## src/rtl/audio_pwm_player.sv

```systemverilog
// Mono PWM audio player: a small sample FIFO that is drained at the audio sample rate,
// with each sample converted to an offset-binary duty cycle on a free-running PWM carrier.
module audio_pwm_player #(
    parameter int DEPTH    = 4,
    parameter int TICK_DIV = 3175,
    parameter int PWM_BITS = 10
) (
    input  logic                     clk,
    input  logic                     rst,
    input  logic                     enable,
    input  logic                     sample_valid,
    input  logic [15:0]              sample_data,
    output logic                     sample_ready,
    input  logic                     underrun_clr,
    output logic                     sample_tick,
    output logic [$clog2(DEPTH):0]   fifo_level,
    output logic                     underrun,
    output logic                     AUD_PWM,
    output logic                     AUD_SD
);

    localparam int AW = $clog2(DEPTH);
    localparam int LW = AW + 1;
    localparam int TW = $clog2(TICK_DIV);

    logic [15:0]         mem [DEPTH];
    logic [AW-1:0]       wr_ptr;
    logic [AW-1:0]       rd_ptr;
    logic [TW-1:0]       tick_cnt;
    logic [15:0]         cur_sample;
    logic [PWM_BITS-1:0] pwm_cnt;
    logic [PWM_BITS-1:0] duty;
    logic [PWM_BITS-1:0] duty_q;
    logic                enable_q;
    logic                push;
    logic                pop;
    logic                fifo_empty;
    logic                unused_lsbs;

    assign sample_ready = (fifo_level != LW'(DEPTH));
    assign push         = sample_valid & sample_ready;
    assign fifo_empty   = (fifo_level == '0);
    assign pop          = sample_tick & ~fifo_empty;
    assign AUD_SD       = enable_q;

    // Flipping the sign bit turns two's complement into offset binary; low bits are dropped.
    assign duty        = {~cur_sample[15], cur_sample[14:16-PWM_BITS]};
    assign unused_lsbs = ^cur_sample[15-PWM_BITS:0];

    always_ff @(posedge clk) begin
        if (push) begin
            mem[wr_ptr] <= sample_data;
        end
    end

    // Sample-rate divider; held at zero while disabled so playback restarts a full period later.
    always_ff @(posedge clk or negedge rst) begin
        if (!rst) begin
            tick_cnt    <= '0;
            sample_tick <= 1'b0;
        end else if (!enable) begin
            tick_cnt    <= '0;
            sample_tick <= 1'b0;
        end else if (tick_cnt == TW'(TICK_DIV - 1)) begin
            tick_cnt    <= '0;
            sample_tick <= 1'b1;
        end else begin
            tick_cnt    <= tick_cnt + 1'b1;
            sample_tick <= 1'b0;
        end
    end

    always_ff @(posedge clk or negedge rst) begin
        if (!rst) begin
            wr_ptr     <= '0;
            rd_ptr     <= '0;
            fifo_level <= '0;
            cur_sample <= '0;
            underrun   <= 1'b0;
        end else begin
            if (push) begin
                wr_ptr <= wr_ptr + 1'b1;
            end
            if (pop) begin
                rd_ptr     <= rd_ptr + 1'b1;
                cur_sample <= mem[rd_ptr];
            end
            case ({push, pop})
                2'b10:   fifo_level <= fifo_level + 1'b1;
                2'b01:   fifo_level <= fifo_level - 1'b1;
                default: fifo_level <= fifo_level;
            endcase
            // An empty tick outranks a simultaneous clear so no underrun is ever lost.
            if (sample_tick && fifo_empty) begin
                underrun <= 1'b1;
            end else if (underrun_clr) begin
                underrun <= 1'b0;
            end
        end
    end

    // Duty only changes at the carrier wrap, so no PWM period ever mixes two duty values.
    always_ff @(posedge clk or negedge rst) begin
        if (!rst) begin
            pwm_cnt  <= '0;
            duty_q   <= '0;
            enable_q <= 1'b0;
            AUD_PWM  <= 1'b0;
        end else begin
            pwm_cnt  <= pwm_cnt + 1'b1;
            enable_q <= enable;
            AUD_PWM  <= enable_q & (pwm_cnt < duty_q);
            if (pwm_cnt == '1) begin
                duty_q <= duty;
            end
        end
    end

endmodule

```

## config.mk

```make
export PLATFORM = sky130hd
export DESIGN_NAME = audio_pwm_player
export DESIGN_NICKNAME = d
export VERILOG_FILES = /design/src/rtl/audio_pwm_player.sv
export SDC_FILE = /design/constraint.sdc
export NUM_CORES = 1
export LEC_CHECK = 0
export BUFFER_PORTS_ARGS = -buffer_cell sky130_fd_sc_hd__buf_4
export CAP_MARGIN = 20
export CORE_MARGIN = 4
export CORE_UTILIZATION = 42
export CTS_BUF_LIST = sky130_fd_sc_hd__clkbuf_16
export DETAILED_ROUTE_END_ITERATION = 12
export GPL_ROUTABILITY_DRIVEN = 0
export PLACE_DENSITY = 0.69
export SYNTH_ARGS = -nofsm -noshare
export SYNTH_HDL_FRONTEND = slang
export SYNTH_SLANG_ARGS = --single-unit
```

## constraint.sdc

```tcl
create_clock -name clk -period 1.98 [get_ports clk]
set_input_delay 0.099 -clock clk [delete_from_list [all_inputs] [get_ports clk]]
set_output_delay 0.099 -clock clk [all_outputs]
set_load 0.02 [all_outputs]
```

# [Word-level counts from Yosys, hierarchy flattened]
# Memory sizes are Yosys's and may differ from the RTL's. A register that Yosys moved wholly into a read port is not among the register bits.
# Index checks and enable logic that the tools add are counted.
[totals] register_bits=43 ram_bits=64 inputBits=21 n_memories=1
[mem_list] name="mem" words=4 width=16 rd=1 rd_clocked_by_memory_dff=1 write_ports=1 line="26" rtl="logic [15:0] mem [DEPTH];"
[classes] addsub=6 magnitude_cmp=1 eq_ne=5 n_mux=9 n_bitwise=5 n_reduce_logical=5
[op_table] cell="$mux 12" n=2
[op_table] cell="$add 12x1->12 const B" n=1
[op_table] cell="$eq 12x12->1 const B" n=1
[op_table] cell="$add 10x1->10 const B" n=1
[op_table] cell="$eq 10x10->1 const B" n=1
[op_table] cell="$lt 10x10->1" n=1
[op_table] cell="$mux 1" n=6
[op_table] cell="$pmux 3 s2" n=1
[op_table] cell="$add 2x1->2 const B" n=2
[op_table] cell="$reduce_bool 2->1" n=2
[op_table] cell="$add 3x1->3 const B" n=1
[op_table] cell="$and 1x1->1" n=3
[op_table] cell="$logic_not 3->1" n=1
[op_table] cell="$ne 3x3->1 const B" n=1
[op_table] cell="$sub 3x1->3 const B" n=1
[op_table] cell="$eq 2x1->1 const B" n=1
[op_table] cell="$eq 2x2->1 const B" n=1
[op_table] cell="$not 1->1" n=2
[op_table] cell="$logic_and 1x1->1" n=1
[op_table] cell="$logic_not 1->1" n=1

# [Logic depth before layout (Yosys ltp)]
# Gate-level depths: netlist (run 1).
[logic_depth] word_depth=5 depth_mapped=10

# [Worst setup path after synthesis (run 1)]
# OpenSTA, ideal clock, no wires.
[synth_timing] kind="register to register" start="register fifo_level[0]" end="register fifo_level[2]" setup_ns=0.080 arrival_ns=2.151 path_slack_ns=-0.251 path_stages_with_launch=11 synth_period_minus_slack_ns=2.231 cell_sequence="dfrtp_1 > inv_1 > nand3_1 > and2_1 > inv_1 > ha_1 > inv_1 > fa_1 > xor2_1 > nor2_1 > xor2_1"
[synth_rtl] item="from (decl)" line="16" rtl="output logic [$clog2(DEPTH):0] fifo_level,"
[synth_rtl] item="from (signal assigned)" line="89" rtl="2'b10: fifo_level <= fifo_level + 1'b1;"
[synth_rtl] item="from (signal assigned)" line="90" rtl="2'b01: fifo_level <= fifo_level - 1'b1;"
[synth_rtl] item="from (signal assigned)" line="91" rtl="default: fifo_level <= fifo_level;"
[synth_rtl] item="$ne 3x3->1 (*)" line="40" rtl="assign sample_ready = (fifo_level != LW'(DEPTH));"
[synth_rtl] item="net sample_ready" line="13" rtl="output logic sample_ready,"
[synth_rtl] item="$and 1x1->1 (*)" line="41" rtl="assign push = sample_valid & sample_ready;"
[synth_rtl] item="$eq 2x1->1 / $eq 2x2->1 (equally long branches)" line="88" rtl="case ({push, pop})"
[synth_rtl] item="$pmux 3 s2 / $reduce_bool 2->1 (equally long branches)"
# The timed path passes the listed nets; every way through them passes the cells marked *.
# A chain may end at the register's enable or synchronous reset.

# [Worst setup path after layout (run 1)]
[layout_timing] start="register fifo_level[0]" end="register fifo_level[2]"
[layout_between] elab_chain_len=5
[layout_lines] item="$logic_not 3->1" line="42" rtl="assign fifo_empty = (fifo_level == '0);"
[layout_lines] item="$not 1->1" line="43" rtl="assign pop = sample_tick & ~fifo_empty;"
[layout_lines] item="$and 1x1->1" line="43"
[layout_lines] item="$eq 2x1->1 / $eq 2x2->1 (equally long branches)" line="88"
[layout_lines] item="$pmux 3 s2 / $reduce_bool 2->1 (equally long branches)"
# Several ways; a longest one is shown, not always the timed one.

==> impl_metrics.xml, run 1 <==
<?xml version="1.0" encoding="UTF-8"?>
<metrics>
  <group name="yosys">
    <metric name="synth_top_area_cell" unit="">dfrtp_1</metric>
    <metric name="post_synthesis_async_set_or_reset_flop_share" unit="%">57.0</metric>
    <metric name="share_of_the_synthesized_netlist_area_taken_by_xor_and_xnor_gates" unit="%">5.14</metric>
    <metric name="synth_top_cells_by_area" unit="">dfrtp_1, edfxtp_1, mux4_2</metric>
    <metric name="dominant_combinational_cell_family_by_area_after_synthesis" unit="">multiplexers</metric>
    <metric name="post_synthesis_compound_gate_area_fraction" unit="%">2.93</metric>
    <metric name="synth.ff_latch_count" unit="">93</metric>
    <metric name="yosys.area_share.simple" unit="%">9.09</metric>
    <metric name="ys_dominant_reg_cell" unit="">dfrtp_1</metric>
    <metric name="yosysWarnings" unit="">0</metric>
    <metric name="yosys.area_share.adder" unit="%">5.93</metric>
    <metric name="yosys.cell_types.count" unit="">34</metric>
    <metric name="synth.top_cells.by_count" unit="">dfrtp_1, edfxtp_1, inv_1</metric>
    <metric name="net_count_of_the_mapped_netlist" unit="">313</metric>
    <metric name="synthMuxAreaShare" unit="%">9.44</metric>
    <metric name="synth.most_common_cell" unit="">dfrtp_1</metric>
    <metric name="synth_cells" unit="">274</metric>
    <metric name="netlist_area" unit="um^2">3920</metric>
    <metric name="synth-edff-count" unit="">40</metric>
    <metric name="yosys.area.top_type_share" unit="%">33.8</metric>
    <metric name="sequential_share_of_the_synthesized_area" unit="%">64.4</metric>
    <metric name="postSynthAreaPerCell" unit="um^2">14.3</metric>
  </group>
  <group name="cells_and_area">
    <metric name="layout-drive-gt1-share" unit="%">24.6</metric>
    <metric name="synthToLayoutAreaGrowth" unit="%">19.4</metric>
    <metric name="layout.area.seq" unit="um^2">2530</metric>
    <metric name="finish.utilization" unit="%">51.2</metric>
    <metric name="nNetsFinal" unit="">363</metric>
    <metric name="insertedDiodeCount" unit="">0</metric>
    <metric name="fillers" unit="">740</metric>
    <metric name="multi_input_comb_area" unit="um^2">1300</metric>
  </group>
  <group name="pwr">
    <metric name="static-leakage-power" unit="nW">1.93</metric>
    <metric name="power_per_cell_area" unit="nW/um^2">974</metric>
    <metric name="power.ir.vdd_worst" unit="mV">0.650</metric>
  </group>
  <group name="timing">
    <metric name="final_cycle_share" unit="%">94.5</metric>
    <metric name="clock_skew" unit="ns">0.0104</metric>
    <metric name="worst_pin_slew" unit="ns">0.643</metric>
    <metric name="max_slew_headroom_at_the_worst_pin" unit="%">57.1</metric>
    <metric name="finalHoldViolations" unit="">0</metric>
    <metric name="timing.fmax" unit="GHz">0.534</metric>
    <metric name="maxSlewViolCount" unit="">0</metric>
    <metric name="finalWorstPathRequiredPeriod" unit="ns">1.87</metric>
    <metric name="rsz0062_at_grt" unit="">no</metric>
    <metric name="final.setup.tns" unit="ns">0</metric>
    <metric name="setup_viol" unit="">0</metric>
  </group>
  <group name="setup_path">
    <metric name="startpoint_to_endpoint_class_of_the_critical_path" unit="">flip-flop to flip-flop</metric>
    <metric name="critPathArrivalTime" unit="ns">2.12</metric>
    <metric name="cp_max_fo" unit="">6</metric>
    <metric name="crit_path_start" unit="">fifo_level[0]$_DFFE_PN0P_</metric>
    <metric name="r2r_startpoint" unit="">fifo_level[0]$_DFFE_PN0P_</metric>
    <metric name="worst-endpoint-required" unit="ns">2.23</metric>
    <metric name="rrSetupSlack" unit="ns">0.11</metric>
    <metric name="r2r_cell_count" unit="">10</metric>
    <metric name="timing.critical_path.from_type" unit="">flip-flop</metric>
    <metric name="worst_setup_path_endpoint" unit="">fifo_level[2]$_DFFE_PN0P_</metric>
    <metric name="rr_endpoint" unit="">fifo_level[2]$_DFFE_PN0P_</metric>
    <metric name="worstSetupEndpointType" unit="">flip-flop</metric>
  </group>
  <group name="die">
    <metric name="die_h" unit="um">105</metric>
    <metric name="floorplan.die_area" unit="um^2">10900</metric>
    <metric name="ioPinCount" unit="">29</metric>
    <metric name="core_area" unit="um^2">9150</metric>
    <metric name="die_w" unit="um">105</metric>
    <metric name="initial_utilization" unit="%">42.9</metric>
    <metric name="row_count" unit="">35</metric>
  </group>
  <group name="detailed_routing">
    <metric name="post_drt_wl_per_cell" unit="um">13.6</metric>
    <metric name="via_per_instance_ratio" unit="">4.84</metric>
    <metric name="drtPass1Iterations" unit="">4</metric>
    <metric name="postRouteWirelength" unit="um">5990</metric>
    <metric name="drt-initial-drc-count" unit="">101</metric>
    <metric name="antenna_violating_nets_post_route" unit="">0</metric>
    <metric name="drc" unit="">0</metric>
    <metric name="routed-via-count" unit="">2129</metric>
  </group>
  <group name="global_route">
    <metric name="grt_start_max_net_pins" unit="">54</metric>
    <metric name="grt_util_all_layers" unit="%">12.1</metric>
    <metric name="grt.busiest_layer" unit="">met2</metric>
    <metric name="grt_use_met2" unit="%">19.9</metric>
    <metric name="initial_antenna_violation_count" unit="">0</metric>
    <metric name="vias_in_the_first_global_route" unit="">2284</metric>
    <metric name="grt_util_met3" unit="%">3.52</metric>
    <metric name="grtUsageMet1" unit="%">15.1</metric>
    <metric name="grt_pass1_wl" unit="um">10400</metric>
    <metric name="globalRoute.totalOverflow" unit="">0</metric>
  </group>
  <group name="place">
    <metric name="dp_hpwl" unit="um">4050</metric>
    <metric name="numPortBuffers" unit="">22</metric>
  </group>
  <group name="clock_tree">
    <metric name="clkSinkCount" unit="">93</metric>
    <metric name="num_cts_buffers" unit="">9</metric>
    <metric name="cts_htree_levels" unit="">3</metric>
    <metric name="clock_tree_from_tritoncts" unit="">yes</metric>
    <metric name="insertion_delay" unit="ns">0.34</metric>
    <metric name="cts_buffer_depth" unit="">2</metric>
    <metric name="clk_pin_slew" unit="ns">0.06</metric>
    <metric name="clock-root-buffer" unit="">clkbuf_16</metric>
  </group>
  <group name="status">
    <metric name="status" unit="">finished, final reports clean</metric>
  </group>
  <group name="flow_run">
    <metric name="maxCapViolations" unit="">0</metric>
  </group>
  <group name="min_path">
    <metric name="hold_path.class" unit="">input port to flip-flop</metric>
  </group>
</metrics>
-- sequential cells by signal, summed over array words and instances, names as in the netlist --
register and cells:
fifo_level 3, duty_q 10, AUD_PWM 1, wr_ptr 2, mem 40, AUD_SD 1, sample_tick 1, cur_sample 10
tick_cnt 12, underrun 1, rd_ptr 2, pwm_cnt 10
-- where the power goes --
group	internal, mW	switching (mW)	total [mW]
Clock	0.841	0.696	1.54
Sequential	2.26	0.103	2.37
Combinational	0.308	0.355	0.663
-- critical path: stages (launching register included) --
cell	delay, ns
dfrtp_2	0.44
inv_4	0.08
nand3_4	0.09
and2_4	0.16
inv_1	0.05
ha_2	0.17
inv_1	0.06
fa_2	0.33
xor2_1	0.15
nor2_1	0.12
xor2_1	0.15
-- area by class of cell --
class                   count  share of cell area, %
clock inverters             7                  0.881
clock buffers               9                   4.81
repair buffers             44                   7.75
inverters                  21                   1.74
multi-input cells         155                   27.8
flip-flops and latches     93                   54.0
well taps                 111                   2.96
-- worst min-delay path by stage --
stage                     depth (start not counted)          from  slack, ns               endpoint
final                                             3  sample_valid       0.12  wr_ptr[0]$_DFFE_PN0P_
after global routing                              3  sample_valid       0.12  wr_ptr[0]$_DFFE_PN0P_
after CTS                                         3  sample_valid       0.11  wr_ptr[0]$_DFFE_PN0P_
after detailed placement                          1           rst       0.18  tick_cnt[8]$_DFF_PN0_
after global placement                            1           rst       0.17  tick_cnt[7]$_DFF_PN0_
after floorplan                                   0           rst      -0.20      AUD_PWM$_DFF_PN0_
-- metrics by stage --
step | total power [mW] | setup WS [ns] | instances | cell area, um^2 | hold WS (ns)
floorplan | 2.75 | 0.0167 | 274 | 3950 | -0.197
global placement | 2.98 | 0.0788 | 409 | 4260 | 0.169
detailed placement | 3.02 | 0.0350 | 409 | 4260 | 0.176
CTS | 4.58 | 0.0240 | 438 | 4650 | 0.107
global route | 4.78 | 0.0166 | 440 | 4680 | 0.124
finish | 4.56 | 0.108 | 440 | 4680 | 0.117
-- cell usage in the layout (no fill, tap or decap), types with 3 or more instances in the layout --
cell           instances
nand4_1                5
inv_1                 19
mux4_2                10
dfrtp_1               50
dlygate4sd3_1         13
buf_4                 31
edfxtp_1              40
mux2_2                12
nand3_1               10
xor2_1                 7
nor2_1                19
and3_1                 4
nor3_1                 7
ha_1                  16
o21ai_0               12
clkbuf_16              9
a21oi_1                3
xnor2_1               16
dfrtp_2                3
nand2_1               15
-- repair_timing --
| action | 4_1_cts | 5_1_grt |
|---|---|---|
| setup endpoints to repair | 0 | 2 |
| buffers inserted | 0 | 2 |
| gates resized for setup | 0 | 4 |
| endpoints found under the hold margin | 95 | 0 |
| hold buffers | 13 | 0 |
-- per-layer routing --
metal  share of wire, %  routed length [um]  vias to the layer above
li1                   -                   -                     1071
met1                 46                2740                     1029
met2                 50                2990                       22
met3                2.9                 174                        7
met4                1.5                  91                        0
met5                  0                   0                        -
-- cells by family (layout without fill, tap and decap cells) --
| logic type | after synthesis | in the layout |
|---|---|---|
| buffers and inverters | 26 | 81 |
| XOR/XNOR | 23 | 23 |
| adder cells (fa/ha/maj) | 18 | 18 |
| AO/OA/AOI/OAI | 20 | 20 |
| multiplexers | 23 | 23 |
| AND/OR/NAND/NOR | 71 | 71 |
| flip-flops | 93 | 93 |
(Power assumes the default switching activity.)
==> inputs of run 2 (changes only) <==
--- a/config.mk
+++ b/config.mk
@@ -7,12 +7,15 @@
 export LEC_CHECK = 0
 export BUFFER_PORTS_ARGS = -buffer_cell sky130_fd_sc_hd__buf_4
 export CAP_MARGIN = 20
+export CELL_PAD_IN_SITES_DETAIL_PLACEMENT = 0
+export CELL_PAD_IN_SITES_GLOBAL_PLACEMENT = 2
 export CORE_MARGIN = 4
-export CORE_UTILIZATION = 42
+export CORE_UTILIZATION = 38
 export CTS_BUF_LIST = sky130_fd_sc_hd__clkbuf_16
 export DETAILED_ROUTE_END_ITERATION = 12
 export GPL_ROUTABILITY_DRIVEN = 0
-export PLACE_DENSITY = 0.69
+export MAX_ROUTING_LAYER = met4
+export PLACE_DENSITY = 0.82
 export SYNTH_ARGS = -nofsm -noshare
 export SYNTH_HDL_FRONTEND = slang
 export SYNTH_SLANG_ARGS = --single-unit
==> run 2 against run 1 <==
  * Die area rose by 9.7%
  * Clock power up 6%
  * Setup slack gained 0.034 ns
  * Flip-flop and latch count unchanged
  * Critical path type unchanged
  * Critical endpoint unchanged
  * Largest power group unchanged
==> impl_metrics.xml, run 2 (synthesis gave the netlist of run 1 again) <==
<?xml version="1.0" encoding="UTF-8"?>
<metrics>
  <group name="status">
    <metric name="status" unit="">finished, final reports clean</metric>
  </group>
  <group name="cells_and_area">
    <metric name="largest_register" unit="">mem</metric>
    <metric name="most_common_library_cell_in_the_layout_ignoring_fill_and_taps" unit="">dfrtp_1</metric>
    <metric name="final_area" unit="um^2">4750</metric>
    <metric name="fillers" unit="">884</metric>
    <metric name="nNetsFinal" unit="">364</metric>
    <metric name="number_of_flip_flops_in_the_largest_register" unit="">40</metric>
    <metric name="top_regs" unit="">mem: 40 flops, tick_cnt: 12 flops</metric>
    <metric name="insertedDiodeCount" unit="">0</metric>
    <metric name="layout_common_cells" unit="">dfrtp_1, edfxtp_1, buf_4</metric>
    <metric name="synthToLayoutAreaGrowth" unit="%">21.1</metric>
    <metric name="multi_input_comb_area" unit="um^2">1310</metric>
    <metric name="layout.area.seq" unit="um^2">2530</metric>
    <metric name="layout-drive-gt1-share" unit="%">26.4</metric>
  </group>
  <group name="pwr">
    <metric name="clkPwrFrac" unit="%">35.1</metric>
    <metric name="power_per_cell_area" unit="nW/um^2">977</metric>
    <metric name="comb_power_share" unit="%">13.9</metric>
    <metric name="power_switching" unit="mW">1.20</metric>
    <metric name="power.ir.vdd_worst" unit="mV">0.623</metric>
    <metric name="seq_power_share" unit="%">51.0</metric>
    <metric name="netSwitchingFraction" unit="%">26.0</metric>
    <metric name="static-leakage-power" unit="nW">1.94</metric>
    <metric name="internal-power" unit="mW">3.44</metric>
  </group>
  <group name="detailed_routing">
    <metric name="routed-via-count" unit="">2163</metric>
    <metric name="post_drt_wl_per_cell" unit="um">13.3</metric>
    <metric name="via_per_instance_ratio" unit="">4.67</metric>
    <metric name="antenna_violating_nets_post_route" unit="">0</metric>
    <metric name="drt-initial-drc-count" unit="">93</metric>
    <metric name="postRouteWirelength" unit="um">6180</metric>
    <metric name="drc" unit="">0</metric>
    <metric name="drtPass1Iterations" unit="">4</metric>
  </group>
  <group name="place">
    <metric name="dp_hpwl" unit="um">4200</metric>
    <metric name="dpl-instance-area" unit="um^2">4310</metric>
    <metric name="numPortBuffers" unit="">22</metric>
  </group>
  <group name="global_route">
    <metric name="grt_pass1_wl" unit="um">10800</metric>
    <metric name="initial_antenna_violation_count" unit="">0</metric>
    <metric name="grt_util_all_layers" unit="%">12.1</metric>
    <metric name="globalRoute.totalOverflow" unit="">0</metric>
    <metric name="grt_start_max_net_pins" unit="">54</metric>
    <metric name="vias_in_the_first_global_route" unit="">2278</metric>
  </group>
  <group name="clock_tree">
    <metric name="clkSinkCount" unit="">93</metric>
    <metric name="insertion_delay" unit="ns">0.33</metric>
    <metric name="num_cts_buffers" unit="">9</metric>
    <metric name="clock_tree_from_tritoncts" unit="">yes</metric>
    <metric name="cts_buffer_depth" unit="">2</metric>
    <metric name="clock-root-buffer" unit="">clkbuf_16</metric>
    <metric name="clk_pin_slew" unit="ns">0.07</metric>
    <metric name="cts_setup_buffers" unit="">0</metric>
    <metric name="cts_htree_levels" unit="">3</metric>
  </group>
  <group name="die">
    <metric name="initial_utilization" unit="%">39.6</metric>
    <metric name="die_w" unit="um">110</metric>
    <metric name="die_h" unit="um">110</metric>
    <metric name="row_count" unit="">36</metric>
    <metric name="ioPinCount" unit="">29</metric>
    <metric name="floorplan.die_area" unit="um^2">12000</metric>
    <metric name="core_area" unit="um^2">9910</metric>
  </group>
  <group name="timing">
    <metric name="finalWorstPathRequiredPeriod" unit="ns">1.84</metric>
    <metric name="clock_skew" unit="ns">0.00984</metric>
    <metric name="timing.fmax" unit="GHz">0.544</metric>
    <metric name="max_slew_headroom_at_the_worst_pin" unit="%">56.1</metric>
    <metric name="finalHoldViolations" unit="">0</metric>
    <metric name="worst_pin_slew" unit="ns">0.658</metric>
    <metric name="maxSlewViolCount" unit="">0</metric>
    <metric name="final_cycle_share" unit="%">92.8</metric>
    <metric name="final.setup.tns" unit="ns">0</metric>
    <metric name="setup_viol" unit="">0</metric>
    <metric name="rsz0062_at_grt" unit="">no</metric>
  </group>
  <group name="setup_path">
    <metric name="worst-endpoint-required" unit="ns">2.20</metric>
    <metric name="timing.critical_path.slowest_cell_delay" unit="ns">0.45</metric>
    <metric name="startpoint_to_endpoint_class_of_the_critical_path" unit="">flip-flop to flip-flop</metric>
    <metric name="critPathSlowestCell" unit="">dfrtp_2</metric>
    <metric name="path_cells" unit="">inv_4, nand3_4, and2_4, inv_2, ha_4, inv_2, fa_2, xor2_1, nor2_1, xor2_1</metric>
    <metric name="path_buf_inv" unit="">3</metric>
    <metric name="worstSetupEndpointType" unit="">flip-flop</metric>
    <metric name="cp_max_fo" unit="">4</metric>
    <metric name="critPathArrivalTime" unit="ns">2.05</metric>
    <metric name="path_delay_family" unit="">adder cells</metric>
    <metric name="timing.critical_path.from_type" unit="">flip-flop</metric>
  </group>
  <group name="min_path">
    <metric name="hold_path.class" unit="">input port to flip-flop</metric>
  </group>
  <group name="flow_run">
    <metric name="maxCapViolations" unit="">0</metric>
  </group>
</metrics>
==> run 2: power by group through the flow <==
stage	Combinational, mW	Clock, mW	Sequential, mW
after floorplan	0.331	0	2.42
after global placement	0.612	0	2.39
after detailed placement	0.623	0	2.40
after CTS	0.647	1.69	2.36
after global routing	0.726	1.77	2.39
final	0.646	1.63	2.37
==> run 2: final cells by class <==
type | count | area share [%]
Tap cell | 133 | 3.50
Sequential cell | 93 | 53.3
Inverter | 21 | 1.71
Multi-Input combinational cell | 155 | 27.7
Clock buffer | 9 | 4.74
Timing Repair Buffer | 45 | 7.80
Clock inverter | 7 | 1.26
==> run 2: metrics by stage <==
stage | power [mW] | setup WS [ns] | std cells | hold slack (ns) | util, %
finish | 4.64 | 0.142 | 463 | 0.121 | 47.9
global route | 4.89 | 0.00684 | 463 | 0.115 | 47.9
CTS | 4.70 | 0.0521 | 463 | 0.0958 | 47.7
global placement | 3.00 | 0.0917 | 434 | 0.180 | 43.5
floorplan | 2.75 | 0.0167 | 274 | -0.197 | -
detailed placement | 3.03 | 0.0632 | 434 | 0.185 | 43.5
==> run 2: repair_timing <==
action,in CTS,in global routing
hold buffers,13,0
gates resized for setup,0,7
endpoints found under the hold margin,95,0
setup endpoints to repair,0,1
==> run 2: worst register-to-register path: stages, from the launching register on <==
cell     delay, ns
dfrtp_2       0.45
inv_4         0.08
nand3_4       0.07
and2_4        0.15
inv_2         0.06
ha_4          0.13
inv_2         0.04
fa_2          0.38
xor2_1        0.15
nor2_1        0.07
xor2_1        0.15
==> run 2: path summary, 6_finish.rpt <==
path | start | to | slack, ns | depth (start not counted)
setup reg to reg | fifo_level[0]$_DFFE_PN0P_ | fifo_level[2]$_DFFE_PN0P_ | 0.14 | 10
max in group asynchronous | rst | fifo_level[0]$_DFFE_PN0P_ | 1.16 | 2
min in group asynchronous | rst | tick_cnt[7]$_DFF_PN0_ | 0.35 | 2
setup / recovery | fifo_level[0]$_DFFE_PN0P_ | fifo_level[2]$_DFFE_PN0P_ | 0.14 | 10
hold / removal | sample_valid | wr_ptr[0]$_DFFE_PN0P_ | 0.12 | 3
hold reg to reg | cur_sample[15]$_DFFE_PN0P_ | duty_q[9]$_DFFE_PN0N_ | 0.46 | 1
==> run 2: layer usage <==
metal	vias to the layer above	GRT usage, %	wire (um)	part of all wire [%]
met1	1058	14.9	2810	45
li1	1075	-	-	-
met4	0	4.36	51	0.83
met3	4	2.52	113	1.8
met5	-	-	0	0
met2	26	19.7	3200	52
==> inputs of run 3 (changes only) <==
--- a/config.mk
+++ b/config.mk
@@ -10,12 +10,12 @@
 export CELL_PAD_IN_SITES_DETAIL_PLACEMENT = 0
 export CELL_PAD_IN_SITES_GLOBAL_PLACEMENT = 2
 export CORE_MARGIN = 4
-export CORE_UTILIZATION = 38
+export CORE_UTILIZATION = 42
 export CTS_BUF_LIST = sky130_fd_sc_hd__clkbuf_16
 export DETAILED_ROUTE_END_ITERATION = 12
 export GPL_ROUTABILITY_DRIVEN = 0
 export MAX_ROUTING_LAYER = met4
-export PLACE_DENSITY = 0.82
+export PLACE_DENSITY = 0.85
 export SYNTH_ARGS = -nofsm -noshare
 export SYNTH_HDL_FRONTEND = slang
 export SYNTH_SLANG_ARGS = --single-unit
==> constraint.sdc (replaced) <==
create_clock -name clk -period 2.3 [get_ports clk]
set_input_delay 0.115 -clock clk [delete_from_list [all_inputs] [get_ports clk]]
set_output_delay 0.115 -clock clk [all_outputs]
set_load 0.02 [all_outputs]
==> run 3 against run 2 <==
  * Final area decreased by 2.6%
  * Flip-flop and latch count unchanged
  * Wire length decreased by 3.3%
  * First-iteration DRC count increased by 12%
  * Register-to-register slack improved by 0.10 ns
  * Sequential share of layout area increased by 1.3 points
  * Combinational power decreased by 25%
  * Total power decreased by 16%
  * Global-route usage increased by 0.34 points
  * Via count decreased by 2.3%
  * Clock skew decreased by 0.0042 ns
==> impl_metrics.xml, run 3 (synthesis gave the netlist of run 1 again) <==
<?xml version="1.0" encoding="UTF-8"?>
<metrics>
  <group name="pwr">
    <metric name="power.ir.vdd_worst" unit="mV">0.580</metric>
    <metric name="total_power" unit="mW">3.89</metric>
    <metric name="power_per_cell_area" unit="nW/um^2">841</metric>
    <metric name="static-leakage-power" unit="nW">1.90</metric>
  </group>
  <group name="setup_path">
    <metric name="worst-endpoint-required" unit="ns">2.56</metric>
    <metric name="cp_common_cell" unit="">inv_1</metric>
    <metric name="rrSetupSlack" unit="ns">0.25</metric>
    <metric name="path_delay_family" unit="">adder cells</metric>
    <metric name="worst_setup_path_endpoint" unit="">fifo_level[2]$_DFFE_PN0P_</metric>
    <metric name="path_cells" unit="">inv_1, nand3_2, and2_1, inv_1, ha_1, inv_1, fa_1, xor2_1, nor2_1, xor2_1</metric>
    <metric name="rr_endpoint" unit="">fifo_level[2]$_DFFE_PN0P_</metric>
    <metric name="timing.critical_path.depth" unit="">10</metric>
    <metric name="critPathSlowestCell" unit="">dfrtp_1</metric>
    <metric name="r2r_cell_count" unit="">10</metric>
    <metric name="critPathArrivalTime" unit="ns">2.31</metric>
    <metric name="cp_max_fo" unit="">6</metric>
    <metric name="r2r_startpoint" unit="">fifo_level[0]$_DFFE_PN0P_</metric>
    <metric name="startpoint_to_endpoint_class_of_the_critical_path" unit="">flip-flop to flip-flop</metric>
    <metric name="worstSetupEndpointType" unit="">flip-flop</metric>
    <metric name="path_buf_inv" unit="">3</metric>
    <metric name="timing.critical_path.from_type" unit="">flip-flop</metric>
    <metric name="timing.critical_path.slowest_cell_delay" unit="ns">0.42</metric>
    <metric name="crit_path_start" unit="">fifo_level[0]$_DFFE_PN0P_</metric>
  </group>
  <group name="cells_and_area">
    <metric name="layout-drive-gt1-share" unit="%">20.7</metric>
    <metric name="top_regs" unit="">mem: 40 flops, tick_cnt: 12 flops</metric>
    <metric name="most_common_library_cell_in_the_layout_ignoring_fill_and_taps" unit="">dfrtp_1</metric>
    <metric name="nNetsFinal" unit="">357</metric>
    <metric name="layout_common_cells" unit="">dfrtp_1, edfxtp_1, buf_4</metric>
    <metric name="largest_register" unit="">mem</metric>
    <metric name="layout.cells.non_filler" unit="">434</metric>
    <metric name="final_area" unit="um^2">4630</metric>
    <metric name="synthToLayoutAreaGrowth" unit="%">17.9</metric>
    <metric name="number_of_flip_flops_in_the_largest_register" unit="">40</metric>
    <metric name="insertedDiodeCount" unit="">0</metric>
    <metric name="finish.utilization" unit="%">50.5</metric>
  </group>
  <group name="global_route">
    <metric name="globalRoute.totalOverflow" unit="">0</metric>
    <metric name="grt_util_all_layers" unit="%">12.4</metric>
    <metric name="grt_start_max_net_pins" unit="">54</metric>
    <metric name="grt_pass1_wl" unit="um">10500</metric>
    <metric name="initial_antenna_violation_count" unit="">0</metric>
    <metric name="vias_in_the_first_global_route" unit="">2151</metric>
  </group>
  <group name="detailed_routing">
    <metric name="postRouteWirelength" unit="um">5970</metric>
    <metric name="drc" unit="">0</metric>
    <metric name="antenna_violating_nets_post_route" unit="">0</metric>
    <metric name="via_per_instance_ratio" unit="">4.87</metric>
    <metric name="routed-via-count" unit="">2113</metric>
    <metric name="drt-initial-drc-count" unit="">104</metric>
    <metric name="drtPass1Iterations" unit="">4</metric>
    <metric name="post_drt_wl_per_cell" unit="um">13.8</metric>
  </group>
  <group name="clock_tree">
    <metric name="clock_tree_from_tritoncts" unit="">yes</metric>
    <metric name="clk_pin_slew" unit="ns">0.07</metric>
    <metric name="cts_buffer_depth" unit="">2</metric>
    <metric name="num_cts_buffers" unit="">9</metric>
    <metric name="insertion_delay" unit="ns">0.33</metric>
    <metric name="clkSinkCount" unit="">93</metric>
    <metric name="clock-root-buffer" unit="">clkbuf_16</metric>
    <metric name="cts_htree_levels" unit="">3</metric>
  </group>
  <group name="timing">
    <metric name="setup_viol" unit="">0</metric>
    <metric name="hold_ws" unit="ns">0.169</metric>
    <metric name="final_cycle_share" unit="%">89.3</metric>
    <metric name="clock_skew" unit="ns">0.00565</metric>
    <metric name="final.setup.tns" unit="ns">0</metric>
    <metric name="finalWorstPathRequiredPeriod" unit="ns">2.05</metric>
    <metric name="maxSlewViolCount" unit="">0</metric>
    <metric name="finalHoldViolations" unit="">0</metric>
    <metric name="rsz0062_at_grt" unit="">no</metric>
    <metric name="max_slew_headroom_at_the_worst_pin" unit="%">56.8</metric>
    <metric name="finalWorstSetupSlack" unit="ns">0.246</metric>
    <metric name="timing.fmax" unit="GHz">0.487</metric>
    <metric name="worst_pin_slew" unit="ns">0.649</metric>
  </group>
  <group name="place">
    <metric name="numPortBuffers" unit="">22</metric>
    <metric name="place_inst" unit="">405</metric>
    <metric name="dpl-instance-area" unit="um^2">4210</metric>
    <metric name="dp_hpwl" unit="um">3990</metric>
    <metric name="pre_cts_slack" unit="ns">0.185</metric>
  </group>
  <group name="die">
    <metric name="die_h" unit="um">105</metric>
    <metric name="row_count" unit="">35</metric>
    <metric name="ioPinCount" unit="">29</metric>
    <metric name="core_area" unit="um^2">9150</metric>
    <metric name="die_w" unit="um">105</metric>
    <metric name="initial_utilization" unit="%">42.9</metric>
    <metric name="floorplan.die_area" unit="um^2">10900</metric>
  </group>
  <group name="flow_run">
    <metric name="maxCapViolations" unit="">0</metric>
  </group>
  <group name="status">
    <metric name="status" unit="">finished, final reports clean</metric>
  </group>
  <group name="min_path">
    <metric name="hold_path.class" unit="">input port to flip-flop</metric>
  </group>
</metrics>
run 3: cell types whose count changed in the layout (fill, tap and decap cells not counted), sizes merged:
cell	change
clkinv	+1
inv	-3
buf	-7
clkinvlp	+2
run 3: report_power, final:
part / switching [mW] / leakage [nW] / internal (mW)
clock network: 0.634 / 0.132 / 0.746
registers: 0.0843 / 1.08 / 1.94
logic: 0.283 / 0.691 / 0.201
total: 1.00 / 1.90 / 2.89
run 3: final cells by class:
class | count | area (um^2)
clock buffer | 9 | 225
clock inverter | 7 | 56.3
fill | 757 | 4530
inverter | 21 | 78.8
multi-input combinational | 155 | 1280
sequential | 93 | 2530
tap | 111 | 139
timing repair buffer | 38 | 318
run 3: how the worst min path moves through the flow:
| stage | from | endpoint | slack [ns] | cells past startpoint |
|---|---|---|---|---|
| global route | sample_valid | wr_ptr[0]$_DFFE_PN0P_ | 0.22 | 3 |
| detailed placement | rst | tick_cnt[7]$_DFF_PN0_ | 0.20 | 1 |
| finish | sample_valid | wr_ptr[0]$_DFFE_PN0P_ | 0.17 | 3 |
| floorplan | rst | AUD_PWM$_DFF_PN0_ | -0.18 | 0 |
| CTS | sample_valid | wr_ptr[0]$_DFFE_PN0P_ | 0.16 | 3 |
| global placement | rst | tick_cnt[8]$_DFF_PN0_ | 0.20 | 1 |
run 3: worst min-delay path, stage by stage:
cell	delay (ns)
buf_4	0.10
and2_1	0.17
xnor2_1	0.08
run 3: what timing repair did:
action / CTS / global route
hold buffers: 13 / 0
buffers inserted: 0 / 0
gates resized for setup: 0 / 1
endpoints found under the hold margin: 95 / 0
endpoints found under the setup margin: 0 / 1
run 3: metal layers:
layer	part of all wire [%]	wire length, um	vias to the layer above	track usage, %
li1	-	-	1060	-
met1	49	2910	1021	16.7
met3	2.1	127	10	2.22
met5	0	0	-	-
met2	47	2810	22	18.3
met4	2.2	129	0	5.90
